$ cat src/rtl/hci_bank_starvation_arbiter.sv
// hci_bank_starvation_arbiter
//
// Per-bank arbiter in front of one TCDM SRAM bank. It shares the bank between
// N_REQ log-interconnect (LIC) requesters and one HWPE shallow-branch port.
//
// Arbitration policy:
//   - Two classes, high and low. cfg_invert_prio_i picks which side is high.
//   - A starvation guard counts how many cycles the low class has been stalled.
//     Once that count reaches cfg_max_stall_i, a single BOOST cycle hands the
//     bank to the low class.
//   - Round-robin is used inside the LIC class.
//
// The 1-cycle-latency SRAM read response is routed back to whichever source
// was granted in the previous cycle.
//
// Ports:
//   clk_i, rst_ni      clock, asynchronous active-low reset
//   clear_i            synchronous clear of all internal state
//   cfg_invert_prio_i  0: LIC high / HWPE low, 1: HWPE high / LIC low
//   cfg_max_stall_i    stall cycles tolerated by the low class, 0 = guard off
//   lic_req_i/gnt_o    LIC request and same-cycle one-hot grant
//   hwpe_req_i/gnt_o   HWPE request and same-cycle grant
//   mem_req_o          bank request (any grant)
//   mem_sel_o          granted source index, N_REQ means HWPE
//   lic_rvalid_o       per-requester response valid, one cycle after grant
//   hwpe_rvalid_o      HWPE response valid, one cycle after grant
//   starve_evt_o       pulse on every boost grant
module hci_bank_starvation_arbiter #(
  parameter int unsigned N_REQ   = 8,
  parameter int unsigned STALL_W = 8
) (
  input  logic                       clk_i,
  input  logic                       rst_ni,
  input  logic                       clear_i,
  input  logic                       cfg_invert_prio_i,
  input  logic [STALL_W-1:0]         cfg_max_stall_i,
  input  logic [N_REQ-1:0]           lic_req_i,
  output logic [N_REQ-1:0]           lic_gnt_o,
  input  logic                       hwpe_req_i,
  output logic                       hwpe_gnt_o,
  output logic                       mem_req_o,
  output logic [$clog2(N_REQ+1)-1:0] mem_sel_o,
  output logic [N_REQ-1:0]           lic_rvalid_o,
  output logic                       hwpe_rvalid_o,
  output logic                       starve_evt_o
);

  localparam int unsigned PTR_W = $clog2(N_REQ);
  localparam int unsigned SEL_W = $clog2(N_REQ+1);

  typedef enum logic {
    ST_NORMAL,
    ST_BOOST
  } state_e;

  state_e             state_q, state_d;
  logic [STALL_W-1:0] stall_q, stall_d;
  logic [PTR_W-1:0]   rr_ptr_q, rr_ptr_d;
  logic               invert_q;
  logic               resp_valid_q;
  logic [SEL_W-1:0]   resp_sel_q;

  logic               lic_any;
  logic               low_req, high_req;
  logic               grant_low, grant_high;
  logic               grant_lic, grant_hwpe;
  logic               lic_found;
  logic [PTR_W-1:0]   lic_idx;
  logic [PTR_W:0]     cand;
  logic [STALL_W:0]   stall_plus;
  logic               stall_inc;

  // Round-robin search: pick the first requesting LIC index at or after
  // rr_ptr, wrapping around. cand is one bit wider so that rr_ptr + i never
  // overflows before the wrap-around subtraction.
  always_comb begin
    lic_found = 1'b0;
    lic_idx   = '0;
    cand      = '0;
    for (int i = 0; i < int'(N_REQ); i++) begin
      cand = {1'b0, rr_ptr_q} + (PTR_W+1)'(i);
      if (cand >= (PTR_W+1)'(N_REQ)) begin
        cand = cand - (PTR_W+1)'(N_REQ);
      end
      if (!lic_found && lic_req_i[cand[PTR_W-1:0]]) begin
        lic_found = 1'b1;
        lic_idx   = cand[PTR_W-1:0];
      end
    end
  end

  // Class selection. The live cfg_invert_prio_i value is used here, so a
  // priority flip takes effect in the same cycle it is applied. In BOOST the
  // low class wins if it is requesting; otherwise the high class is served
  // normally.
  always_comb begin
    lic_any    = |lic_req_i;
    low_req    = cfg_invert_prio_i ? lic_any : hwpe_req_i;
    high_req   = cfg_invert_prio_i ? hwpe_req_i : lic_any;
    grant_low  = low_req && ((state_q == ST_BOOST) || !high_req);
    grant_high = high_req && !grant_low;
    grant_lic  = cfg_invert_prio_i ? grant_low : grant_high;
    grant_hwpe = cfg_invert_prio_i ? grant_high : grant_low;
  end

  // Grant and bank-select outputs.
  always_comb begin
    lic_gnt_o    = grant_lic ? (N_REQ'(1) << lic_idx) : '0;
    hwpe_gnt_o   = grant_hwpe;
    mem_req_o    = grant_lic | grant_hwpe;
    starve_evt_o = (state_q == ST_BOOST) && grant_low;
    mem_sel_o    = '0;
    if (grant_hwpe) begin
      mem_sel_o = SEL_W'(N_REQ);
    end else if (grant_lic) begin
      mem_sel_o = SEL_W'(lic_idx);
    end
  end

  // Next-state logic for the starvation FSM, the stall counter and the
  // round-robin pointer.
  //
  // BOOST lasts exactly one cycle: either the low class takes its grant, or
  // it has dropped its request. In both cases we fall back to NORMAL.
  //
  // A flip of the priority configuration overrides everything else and
  // restarts the guard from scratch.
  always_comb begin
    state_d    = state_q;
    stall_d    = stall_q;
    rr_ptr_d   = rr_ptr_q;
    stall_inc  = low_req && grant_high;
    stall_plus = {1'b0, stall_q} + (STALL_W+1)'(1);

    if (stall_inc) begin
      if (stall_q != '1) begin
        stall_d = stall_plus[STALL_W-1:0];
      end
    end else begin
      stall_d = '0;
    end

    case (state_q)
      ST_NORMAL: begin
        if (stall_inc && (cfg_max_stall_i != '0) &&
            (stall_plus >= {1'b0, cfg_max_stall_i})) begin
          state_d = ST_BOOST;
        end
      end
      ST_BOOST: begin
        state_d = ST_NORMAL;
        stall_d = '0;
      end
      default: begin
        state_d = ST_NORMAL;
      end
    endcase

    if (cfg_invert_prio_i != invert_q) begin
      state_d = ST_NORMAL;
      stall_d = '0;
    end

    if (grant_lic) begin
      if (lic_idx == PTR_W'(N_REQ-1)) begin
        rr_ptr_d = '0;
      end else begin
        rr_ptr_d = lic_idx + PTR_W'(1);
      end
    end
  end

  // State registers. Reset and clear also drop any outstanding response, so
  // no rvalid ever appears for a grant issued before them.
  always_ff @(posedge clk_i or negedge rst_ni) begin
    if (!rst_ni) begin
      state_q      <= ST_NORMAL;
      stall_q      <= '0;
      rr_ptr_q     <= '0;
      invert_q     <= 1'b0;
      resp_valid_q <= 1'b0;
      resp_sel_q   <= '0;
    end else if (clear_i) begin
      state_q      <= ST_NORMAL;
      stall_q      <= '0;
      rr_ptr_q     <= '0;
      invert_q     <= 1'b0;
      resp_valid_q <= 1'b0;
      resp_sel_q   <= '0;
    end else begin
      state_q      <= state_d;
      stall_q      <= stall_d;
      rr_ptr_q     <= rr_ptr_d;
      invert_q     <= cfg_invert_prio_i;
      resp_valid_q <= mem_req_o;
      resp_sel_q   <= mem_sel_o;
    end
  end

  // Response routing: decode the registered select back to per-source valids.
  always_comb begin
    lic_rvalid_o = '0;
    for (int k = 0; k < int'(N_REQ); k++) begin
      lic_rvalid_o[k] = resp_valid_q && (resp_sel_q == SEL_W'(k));
    end
    hwpe_rvalid_o = resp_valid_q && (resp_sel_q == SEL_W'(N_REQ));
  end

endmodule

$ cat config.mk
export PLATFORM = sky130hd
export DESIGN_NAME = hci_bank_starvation_arbiter
export DESIGN_NICKNAME = d
export VERILOG_FILES = /design/src/rtl/hci_bank_starvation_arbiter.sv
export SDC_FILE = /design/constraint.sdc
export NUM_CORES = 1
export LEC_CHECK = 0
export BUFFER_PORTS_ARGS = -buffer_cell sky130_fd_sc_hd__buf_2
export CAP_MARGIN = 0
export CORE_MARGIN = 2
export CORE_UTILIZATION = 51
export DETAILED_ROUTE_END_ITERATION = 10
export PLACE_DENSITY = 0.77
export SYNTH_ARGS = -nofsm -noshare
export SYNTH_HDL_FRONTEND = slang
export SYNTH_SLANG_ARGS = --single-unit
$ cat constraint.sdc
create_clock -name clk_i -period 5.2 [get_ports clk_i]
set_clock_uncertainty 0.05 [all_clocks]
set_input_delay 1.56 -clock clk_i [delete_from_list [all_inputs] [get_ports clk_i]]
set_output_delay 1.56 -clock clk_i [all_outputs]
set_load 0.02 [all_outputs]
==> results.md, run 1 <==
* Outcome: finished, violations left
* Failing checks: negative setup slack
* Multi-input gate area at 1920 µm²
* Layout cells sized above 1 at 48.1%
* Cell Rows at 24
* PD cells at 695 nW/µm²
* Setup crit end kind: output pin
* Min Tclk post-route at 5.74 ns
* First-pass GRT wire length at 11.4 mm
* Synthesis-stage register bit count at 18
* Worst reg2reg path startpoint: rr_ptr_q[0]$_DFFE_PN0P_
* Clk buf depth at 2
* Crit-path slowest cell: a211oi_2
* Overall routing resource usage at 28.8%
* Worst vdd ir at 568 µV
* Main synth FF type: dfrtp_1
* RSZ-0062 raised after global routing: yes
* Hold_sp: rr_ptr_q[0]$_DFFE_PN0P_
* Final nets at 376
* CTS Sinks at 18
* Total power at 2.26 mW
* Post-synth EDFFs at 0
* Max Fclk at 0.174 GHz
* FF-to-FF path depth at 16
* Area added between synthesis and finish at 43.0%
* Via density at 6.49
* Worst Max-Slew Pin Slew at 0.778 ns
* Crit-path max cell delay at 0.43 ns
* Post-route cell area at 3260 µm²
* Routed length on met3 at 808 µm
* Worst setup margin at -0.539 ns
* Number of diodes at 0
* Critical path required time at 3.59 ns
* DRC viols at 0
* Die area at 5020 µm²
* Pre-antenna DRT Iters at 5
* CP Max Fanout at 5
* Sequential Area at 450 µm²
* Share of flip-flops with an asynchronous set or reset at 100%
* Leakage power at 1.52 nW
* Max Slew Vio Count at 0
* Slew HR at 48.2%
* R2R Setup Slk at 1.39 ns
* Pin count of the biggest net entering global routing at 20
* Die Wd at 70.9 µm
* Mapped Cells at 256
* DR vias at 2526
* Synthesis Warnings at 0
* Wire length on met2 at 3.99 mm
* Hold WC Path Type: register to register
* Core Util, Final at 75.4%
* I/O pin count at 45
* Final-report setup violation count at 11
* R2r endpoint: rr_ptr_q[2]$_DFFE_PN0P_
* Hold bufs inserted after CTS at 0
* Starting Density at 52.7%
* CTS root buf: clkbuf_8
* Hold Path End: rr_ptr_q[0]$_DFFE_PN0P_
* Clock slew at reported path FFs at 0.07 ns
* Area post-placement at 2750 µm²
* Die Span Y at 70.9 µm
* Hpwl dp at 4.64 mm
* Netlist Area Pre-Place at 2280 µm²
* # fillers at 258
* CP Class: input pin to output pin
* CP top delay family: multiplexers
* Port buffer count at 44
* RePlAce Congestion at 1.02
* Number of global-route vias before repair at 2295
* Routed Antenna Nets at 0
* Met1 wire length at 3.03 mm
* Wire per inst at 21.4 µm
* Period utilization at 110%
* Register area share after synthesis at 19.8%
* Total core area at 4320 µm²
* Total CTS buffers at 3
* Fin Setup TNS at -4.55 ns
* Setup crit start kind: input pin
* Initial antenna violation count at 0
* Netlist cell types at 60
* Worst skew pair latency at 0.25 ns
* Critical-path cell list: buf_6 > buf_4 > mux2i_2 > mux4_2 > nor3b_4 > o211ai_1 > a211oi_2 > nor2_2 > inv_2 > ha_4 > ha_4 > and3_4 > buf_6
* Uppermost routed layer: met4
* WP buf/inv at 4
* CP arrival at 4.13 ns
* Starting DRT DRC Count at 372
* Remaining global-route overflow at 0
* Endpoints failing hold at 0
* H-tree depth at 1
* Hold path depth at 2
* Syn avg cell area at 8.91 µm²
* Mapped Nets at 294
* Detailed Route WL at 8.32 mm
* CTS tree: built
* Max-cap viol count at 0
-- placed cells by master, fill, tap and decap left out, types with 7 or more instances in the layout --
master   count
ha_1        11
mux4_2      10
buf_2       25
a21oi_1      7
nor2_1      24
nor3_1       7
dfrtp_1     18
nand2_1     19
buf_6       20
inv_1       14
buf_4       41
-- synthesized netlist by cell type (2+ instances only) --
master / instances / area [µm²]
nand3_1: 7 / 35.0
ha_1: 17 / 213
clkbuf_1: 3 / 11.3
mux4_2: 10 / 225
a21oi_1: 7 / 35.0
inv_2: 4 / 15.0
a31oi_1: 2 / 12.5
inv_1: 16 / 60.1
o21ai_0: 6 / 30.0
xnor2_1: 4 / 35.0
a22oi_1: 2 / 15.0
nand2_1: 23 / 86.3
or3_1: 2 / 12.5
buf_2: 5 / 25.0
or4_1: 2 / 15.0
o21ai_1: 2 / 10.0
and3_1: 7 / 43.8
o21a_1: 2 / 15.0
nor4_1: 4 / 25.0
xor2_1: 6 / 52.6
a211oi_1: 3 / 22.5
a2111oi_0: 2 / 17.5
nor3_1: 7 / 35.0
and2_1: 3 / 18.8
o32a_1: 2 / 20.0
mux2_2: 2 / 22.5
mux2_4: 5 / 75.1
nor2_1: 28 / 105
a21o_1: 6 / 45.0
o21ba_2: 3 / 30.0
dfrtp_1: 18 / 450
nand2b_1: 4 / 25.0
a221oi_1: 2 / 17.5
nor2b_1: 6 / 37.5
o211ai_1: 2 / 15.0
mux2i_1: 8 / 80.1
-- worst register-to-register path: stages (launching register included) --
cell	delay [ns]
dfrtp_1	0.45
inv_1	0.22
ha_1	0.44
buf_4	0.29
nor2b_1	0.36
a221oi_4	0.12
a32oi_2	0.24
nor2_4	0.09
buf_4	0.17
a31oi_1	0.26
o21ai_2	0.13
nor2_2	0.20
inv_2	0.09
ha_4	0.19
ha_4	0.26
nand2_1	0.04
a21oi_1	0.15
-- report_power, final --
| part | internal, mW | switching (mW) |
|---|---|---|
| combinational | 0.931 | 1.03 |
| sequential | 0.160 | 0.0324 |
| clock | 0.0673 | 0.0491 |
-- timing repair --
action,CTS,global route
resized for setup,68,21
buffers inserted,5,6
pin swaps,12,9
endpoints found under the setup margin,11,11
cloned,0,0
-- how the worst max path moves through the flow --
stage                            start  depth (start not counted)            to
after global placement    lic_req_i[7]                         13  lic_gnt_o[3]
final                     lic_req_i[2]                         13  lic_gnt_o[7]
after detailed placement  lic_req_i[7]                         13  lic_gnt_o[7]
after floorplan           lic_req_i[3]                         11  lic_gnt_o[3]
after CTS                 lic_req_i[7]                         13  lic_gnt_o[7]
after global routing      lic_req_i[7]                         13  lic_gnt_o[3]
-- per-layer routing --
metal	up-vias	global-route usage (%)
met2	197	48.0
met1	1177	39.3
met4	0	7.34
li1	1108	-
met5	-	0
met3	44	4.42
-- state kept, by name, indices dropped and copies added, names as in the netlist --
register and count:
rr_ptr_q 3, invert_q 1, resp_sel_q 4, resp_valid_q 1, state_q 1, stall_q 8
-- through the flow --
stage / setup WS (ns) / cells / hold slack, ns
after detailed placement: -0.371 / 374 / 0.536
after global placement: -0.343 / 374 / 0.516
after global routing: -0.557 / 389 / 0.616
after CTS: -0.190 / 383 / 0.551
after floorplan: 0.00223 / 256 / 0.482
final: -0.539 / 389 / 0.575
-- cells by family (layout without fill, tap and decap cells) --
kind of cell	count (synthesis)	after routing	synth area share, %
compound gates	52	52	18.2
xor+xnor	11	11	4.56
buf+inv	32	113	6.75
fa+ha+maj	17	17	9.33
mux	28	28	20.3
simple gates	98	98	21.1
flops	18	18	19.8
-- cell type report --
type,count,area share (%)
Sequential cell,18,13.8
Inverter,21,2.50
Multi-Input combinational cell,206,58.9
Tap cell,52,2.00
Clock buffer,4,1.69
Timing Repair Buffer,88,21.1
Note: power is estimated with default switching activity, not from simulation.
==> run 2, diff against run 1 <==
--- a/config.mk
+++ b/config.mk
@@ -5,12 +5,13 @@
 export SDC_FILE = /design/constraint.sdc
 export NUM_CORES = 1
 export LEC_CHECK = 0
+export ABC_AREA = 1
 export BUFFER_PORTS_ARGS = -buffer_cell sky130_fd_sc_hd__buf_2
 export CAP_MARGIN = 0
 export CORE_MARGIN = 2
-export CORE_UTILIZATION = 51
+export CORE_UTILIZATION = 50
 export DETAILED_ROUTE_END_ITERATION = 10
-export PLACE_DENSITY = 0.77
+export PLACE_DENSITY = 0.76
 export SYNTH_ARGS = -nofsm -noshare
 export SYNTH_HDL_FRONTEND = slang
 export SYNTH_SLANG_ARGS = --single-unit
==> run 2 against run 1 <==
Net effect:
- the run now ends clean
- via count shrank 12%
- critical path depth rose by 5
- clock power barely moved
- utilization shrank 9.8 points
- count of clock-buffer cells in the layout unchanged
- register-to-register slack better by 0.43 ns
- synthesized area fell by 7.2%
- first-iteration DRC count fell by 72%
- total power fell by 41%
- combinational power shrank 48%
- final area fell by 19%
- wire length decreased by 37%
- critical endpoint is now lic_gnt_o[3]
- largest cell class unchanged
- highest routed layer unchanged
==> results.md, run 2 <==
* R2r endpoint: rr_ptr_q[2]$_DFFE_PN0P_
* CTS root buf: clkbuf_8
* Hold Path End: stall_q[1]$_DFFE_PN0P_
* Hold WC Path Type: register to register
* Final-report setup violation count at 0
* FF-to-FF path depth at 18
* Main synth FF type: dfrtp_1
* Commonest non-fill, non-tap cells in the layout: inv_1 (45), nand2_1 (44), buf_2 (40)
* Port buffer count at 44
* CP Max Fanout at 4
* CTS Sinks at 18
* Biggest register: stall_q
* Initial antenna violation count at 0
* Endpoints failing hold at 0
* CP arrival at 3.56 ns
* Max-cap viol count at 0
* First-pass GRT wire length at 8.41 mm
* Clk pwr share at 8.5%
* Detailed Route WL at 5.22 mm
* Final nets at 408
* Most common cell in the synthesized netlist: nand2_1
* Net load switching power at 731 µW
* Number of global-route vias before repair at 2039
* Outcome: complete, no violations
* Min Tclk post-route at 5.17 ns
* Netlist Area Pre-Place at 2120 µm²
* Hold_sp: stall_q[1]$_DFFE_PN0P_
* Pre-antenna DRT Iters at 4
* Combinational share of power at 76.9%
* Biggest area consumer among synthesized cells: dfrtp_1
* Dpl ws at 0.0379 ns
* Starting DRT DRC Count at 106
* Die area at 4770 µm²
* Number of diodes at 0
* DR vias at 2212
* H-tree depth at 1
* Worst skew pair latency at 0.25 ns
* Crit-path slowest cell: nor2_4
* Synthesis Warnings at 0
* Post-route cell area at 2640 µm²
* Sequential fraction of design power at 14.6%
* CP top delay family: simple AND/OR/NAND/NOR gates
* CTS tree: built
* Remaining global-route overflow at 0
* Commonest non-fill, non-tap cell in the layout: inv_1
* Via density at 5.28
* Largest registers: stall_q: 8 flops, resp_sel_q: 4 flops, rr_ptr_q: 3 flops
* Routed Antenna Nets at 0
* Mapped Nets at 353
* Register area share after synthesis at 21.3%
* DRC viols at 0
* Critical-path cell list: buf_2 > nand2_2 > nand3_1 > nand2_1 > nand2_1 > nand2_2 > nand4_4 > nor2_4 > nand3_2 > inv_2 > nand2_2 > nand2_2 > inv_2 > ha_4 > ha_1 > inv_1 > nor2_1 > buf_4
* Yosys top cell area share at 21.3%
* Slew HR at 68.0%
* Pin count of the biggest net entering global routing at 19
* # fillers at 345
* Max Slew Vio Count at 0
* Layout cells sized above 1 at 37.9%
* Critical Path Most Common Cell: nand2_2
* Max Fclk at 0.194 GHz
* RSZ-0062 raised after global routing: yes
* Setup crit end kind: output pin
* I/O pin count at 45
* WP buf/inv at 5
* Total core area at 4030 µm²
* Overall routing resource usage at 20.6%
* Sequential Area at 453 µm²
* Synth cell count leaders: nand2_1 (59), inv_1 (46), nor2_1 (41), nand3_1 (36), dfrtp_1 (18)
* Setup crit start kind: input pin
* R2R Setup Slk at 1.82 ns
* Crit-path max cell delay at 0.17 ns
* Hpwl dp at 3.90 mm
* Die Span Y at 69.1 µm
* Synthesis-stage register bit count at 18
* Leakage power at 1.47 nW
* Starting Density at 52.5%
* Ranking of synthesized cells by area: dfrtp_1 (21%), nand2_1 (10%), ha_1 (10%)
* Cell Rows at 23
* Int Pwr at 599 µW
* Post-synth EDFFs at 0
* Total CTS buffers at 3
* Worst Max-Slew Pin Slew at 0.477 ns
* Mapped Cells at 315
* Clock slew at reported path FFs at 0.07 ns
* Max reg flops at 8
* RePlAce Congestion at 0.960
* Sw Ratio at 55.0%
* Netlist cell types at 39
* Worst setup margin at 0.0333 ns
* Worst reg2reg path startpoint: rr_ptr_q[0]$_DFFE_PN0P_
* Share of flip-flops with an asynchronous set or reset at 100%
* Die Wd at 69.1 µm
* Clk buf depth at 2
* CP Class: input pin to output pin
* Worst vdd ir at 209 µV
* Area added between synthesis and finish at 25.0%
* Critical path required time at 3.59 ns
* Hold bufs inserted after CTS at 0
* Area post-placement at 2390 µm²
* Hold path depth at 2
* Wire per inst at 12.4 µm
* Syn avg cell area at 6.72 µm²
* Multi-input gate area at 1550 µm²
* PD cells at 503 nW/µm²
* Period utilization at 99.4%
-- run 2: cell count changes in the layout (fill, tap and decap cells not counted), moves of 6 or more --
cell and change:
mux4_2 -10, inv_1 +31, a21o_1 -6, nand2_1 +25
buf_4 -27, nor2b_1 -6, nand2_4 +6, nand2_2 +21
buf_2 +15, nand3_2 +18, nor2_1 +15, nand3_1 +20
buf_6 -19
-- run 2: tightest hold or removal path: cells and delay by family (launching register included) --
family,cells,cell delay [ns]
flip-flops,1,0.40
AND/OR/NAND/NOR,2,0.17
-- run 2: cell families after synthesis --
kind of cell / synth area share [%]
XOR/XNOR: 3.67
flip-flops: 21.3
AO/OA/AOI/OAI: 9.88
AND/OR/NAND/NOR: 43.5
buffers and inverters: 11.6
adder cells (fa/ha/maj): 10.1
-- run 2: power by group through the flow --
stage          clock network (mW)  logic, mW  registers (mW)
2_1_floorplan                   0      0.688           0.170
3_3_place_gp                    0      0.855           0.190
3_5_place_dp                    0      0.864           0.191
4_1_cts                     0.117      0.867           0.189
5_1_grt                     0.121       1.12           0.197
6_report                    0.113       1.02           0.194
-- run 2: worst max-delay path by stage --
stage	slack, ns	to	depth (start not counted)	start
3_5_place_dp	0.04	lic_gnt_o[7]	18	lic_req_i[2]
5_1_grt	-0.11	lic_gnt_o[2]	16	lic_req_i[1]
3_3_place_gp	0.1	lic_gnt_o[7]	18	lic_req_i[2]
6_report	0.03	lic_gnt_o[3]	18	lic_req_i[7]
2_1_floorplan	0.28	lic_gnt_o[3]	15	lic_req_i[2]
4_1_cts	0.03	lic_gnt_o[7]	18	lic_req_i[7]
-- run 2: cell type report --
cell class	instances	area share (%)
inverter	54	7.76
clock buffer	4	2.08
sequential	18	17.1
tap	50	2.37
multi-input combinational	238	58.7
timing repair buffer	55	12.0
-- run 2: metal layers --
| layer | vias to the layer above | GRT usage [%] | part of all wire [%] |
|---|---|---|---|
| li1 | 1123 | - | - |
| met1 | 1021 | 23.7 | 42 |
| met2 | 56 | 39.6 | 53 |
| met3 | 12 | 1.46 | 3.0 |
| met4 | 0 | 7.19 | 1.7 |
| met5 | - | 0 | 0 |
-- run 2: what timing repair did --
| item | in CTS | in global routing |
|---|---|---|
| gates resized for setup | 0 | 43 |
| setup endpoints to repair | 0 | 8 |
| buffers inserted | 0 | 7 |
-- run 2: through the flow --
stage	instances	utilization, %	total power [mW]	hold slack (ns)	setup TNS (ns)
detailed placement	408	59.3	1.06	0.540	0
finish	419	65.6	1.33	0.554	0
global route	419	65.6	1.44	0.584	-0.560
CTS	412	60.7	1.17	0.556	0
global placement	408	59.3	1.05	0.532	0
floorplan	315	-	0.858	0.493	0
==> run 3, diff against run 2 <==
--- a/config.mk
+++ b/config.mk
@@ -8,9 +8,12 @@
 export ABC_AREA = 1
 export BUFFER_PORTS_ARGS = -buffer_cell sky130_fd_sc_hd__buf_2
 export CAP_MARGIN = 0
+export CELL_PAD_IN_SITES_DETAIL_PLACEMENT = 2
+export CELL_PAD_IN_SITES_GLOBAL_PLACEMENT = 2
 export CORE_MARGIN = 2
-export CORE_UTILIZATION = 50
+export CORE_UTILIZATION = 27
 export DETAILED_ROUTE_END_ITERATION = 10
+export GPL_TIMING_DRIVEN = 0
 export PLACE_DENSITY = 0.76
 export SYNTH_ARGS = -nofsm -noshare
 export SYNTH_HDL_FRONTEND = slang
==> run 3 against run 2 <==
Net effect:
- the flow now finishes with violations (negative setup slack)
- sequential power fell by 11%
- setup slack got worse by 0.068 ns
- hold slack gained 0.011 ns
- total power is 33% higher
- flip-flop and latch count stayed put
- clock power rose by 4%
- first-iteration DRC count is 50% lower
- sequential share of layout area down 2.8 points
- non-clock buffer count is 13 higher
- count of clock-buffer cells in the layout unchanged
- largest power group unchanged
- highest routed layer unchanged
==> results.md, run 3 (same netlist as run 2, synthesis figures left out) <==
* DRC viols at 0
* Worst setup margin at -0.0346 ns
* CTS tree: built
* Max-cap viol count at 0
* Max Slew Vio Count at 0
* Wire per inst at 18.3 µm
* Detailed Route WL at 8.88 mm
* Overall routing resource usage at 17.0%
* Outcome: finished, violations left
* Port buffer count at 44
* Total power at 1.77 mW
* Max Fclk at 0.191 GHz
* # fillers at 907
* Setup crit end kind: output pin
* Hpwl dp at 5.72 mm
* I/O pin count at 45
* CP Class: input pin to output pin
* Pin count of the biggest net entering global routing at 19
* Slew HR at 66.4%
* Biggest register: stall_q
* Initial antenna violation count at 0
* CP Max Fanout at 4
* CP arrival at 3.62 ns
* Leakage power at 1.66 nW
* Setup crit start kind: input pin
* Cell Rows at 32
* Largest registers: stall_q: 8 flops, resp_sel_q: 4 flops, rr_ptr_q: 3 flops
* Layout cells sized above 1 at 45.8%
* PD cells at 560 nW/µm²
* Worst Max-Slew Pin Slew at 0.500 ns
* Commonest non-fill, non-tap cell in the layout: inv_1
* Commonest non-fill, non-tap cells in the layout: inv_1 (43), nor2_1 (36), nand2_1 (36)
* DR vias at 2387
* Starting Density at 27.7%
* Via density at 4.93
* Remaining global-route overflow at 0
* Worst vdd ir at 134 µV
* Number of diodes at 0
* Total core area at 7650 µm²
* Die Span Y at 92.5 µm
* RSZ-0062 raised after global routing: yes
* Total CTS buffers at 3
* Clock slew at reported path FFs at 0.07 ns
* Max reg flops at 8
* Dpl ws at -0.221 ns
* Final nets at 421
* Worst skew pair latency at 0.26 ns
* Min Tclk post-route at 5.23 ns
* Endpoints failing hold at 0
* Critical path required time at 3.59 ns
* Number of global-route vias before repair at 2496
* Final-report setup violation count at 3
* First-pass GRT wire length at 11.7 mm
* Starting DRT DRC Count at 53
* Pre-antenna DRT Iters at 4
* Die area at 8560 µm²
* Period utilization at 101%
* H-tree depth at 1
* Hold WC Path Type: register to register
* Die Wd at 92.5 µm
* CTS Sinks at 18
* RePlAce Congestion at 0.738
* Area added between synthesis and finish at 49.0%
* CTS root buf: clkbuf_8
* Routed Antenna Nets at 0
* Clk buf depth at 2
* Failing checks: negative setup slack
-- run 3: cell count changes in the layout (fill, tap and decap cells not counted), moves of 9 or more --
cell / change
buf_4: +12
nand2_2: -9
nand2_4: +17
nand3_4: +13
-- run 3: layout make-up --
type	count	area (µm²)	share of cell area, %
Timing Repair Buffer	63	422	13.4
Sequential cell	18	450	14.3
Clock buffer	4	55.1	1.75
Inverter	54	218	6.90
Buffer	5	42.5	1.35
Multi-Input combinational cell	238	1840	58.3
Tap cell	102	128	4.05
-- run 3: per-layer routing --
metal | vias up | track usage, % | wire length [µm]
met1 | 1174 | 19.4 | 3460
li1 | 1150 | - | -
met4 | 0 | 4.98 | 252
met3 | 16 | 0.895 | 164
met2 | 47 | 33.6 | 5000
met5 | - | 0 | 0
-- run 3: where the power goes --
| part | switching [mW] | internal (mW) | total (mW) |
|---|---|---|---|
| Clock | 0.0505 | 0.0674 | 0.118 |
| Sequential | 0.0142 | 0.158 | 0.172 |
| Combinational | 0.915 | 0.562 | 1.48 |
-- run 3: timing repair --
action	CTS	global route
buffers inserted	8	11
pin swaps	16	39
hold buffers	0	0
cloned	0	0
endpoints found under the setup margin	7	11
resized for setup	23	100
hold endpoints to repair	0	0
-- run 3: worst paths after layout --
path                                    startpoint                       to  slack [ns]  cells after the start
setup reg to reg           rr_ptr_q[0]$_DFFE_PN0P_  rr_ptr_q[2]$_DFFE_PN0P_        1.87                     20
hold / removal              stall_q[1]$_DFFE_PN0P_   stall_q[1]$_DFFE_PN0P_        0.57                      2
max in group asynchronous                   rst_ni        state_q$_DFF_PN0_        3.62                      1
hold reg to reg             stall_q[1]$_DFFE_PN0P_   stall_q[1]$_DFFE_PN0P_        0.57                      2
setup / recovery                      lic_req_i[7]             lic_gnt_o[3]       -0.03                     18
min in group asynchronous                   rst_ni  resp_sel_q[2]$_DFF_PN0_        1.18                      1
-- run 3: worst max-delay path: stages --
cell	delay, ns
buf_4	0.14
nand2_4	0.10
nand3_4	0.11
nand3_4	0.13
nand2_4	0.08
nor2_4	0.15
nand4_4	0.14
nor2_4	0.20
nand3_4	0.13
inv_4	0.09
nand2_4	0.05
nand2_4	0.08
inv_4	0.04
ha_4	0.16
ha_1	0.18
inv_1	0.08
nor2_2	0.05
buf_6	0.14
-- run 3: per-stage QoR --
step | std cells | setup TNS (ns) | hold slack (ns) | utilization, % | area, µm²
floorplan | 315 | 0 | 0.493 | - | 2120
global placement | 461 | -0.253 | 0.540 | 32.2 | 2460
detailed placement | 461 | -0.567 | 0.563 | 32.2 | 2460
CTS | 473 | 0 | 0.573 | 34.7 | 2650
global route | 484 | -0.907 | 0.598 | 41.2 | 3150
finish | 484 | -0.0634 | 0.566 | 41.2 | 3150
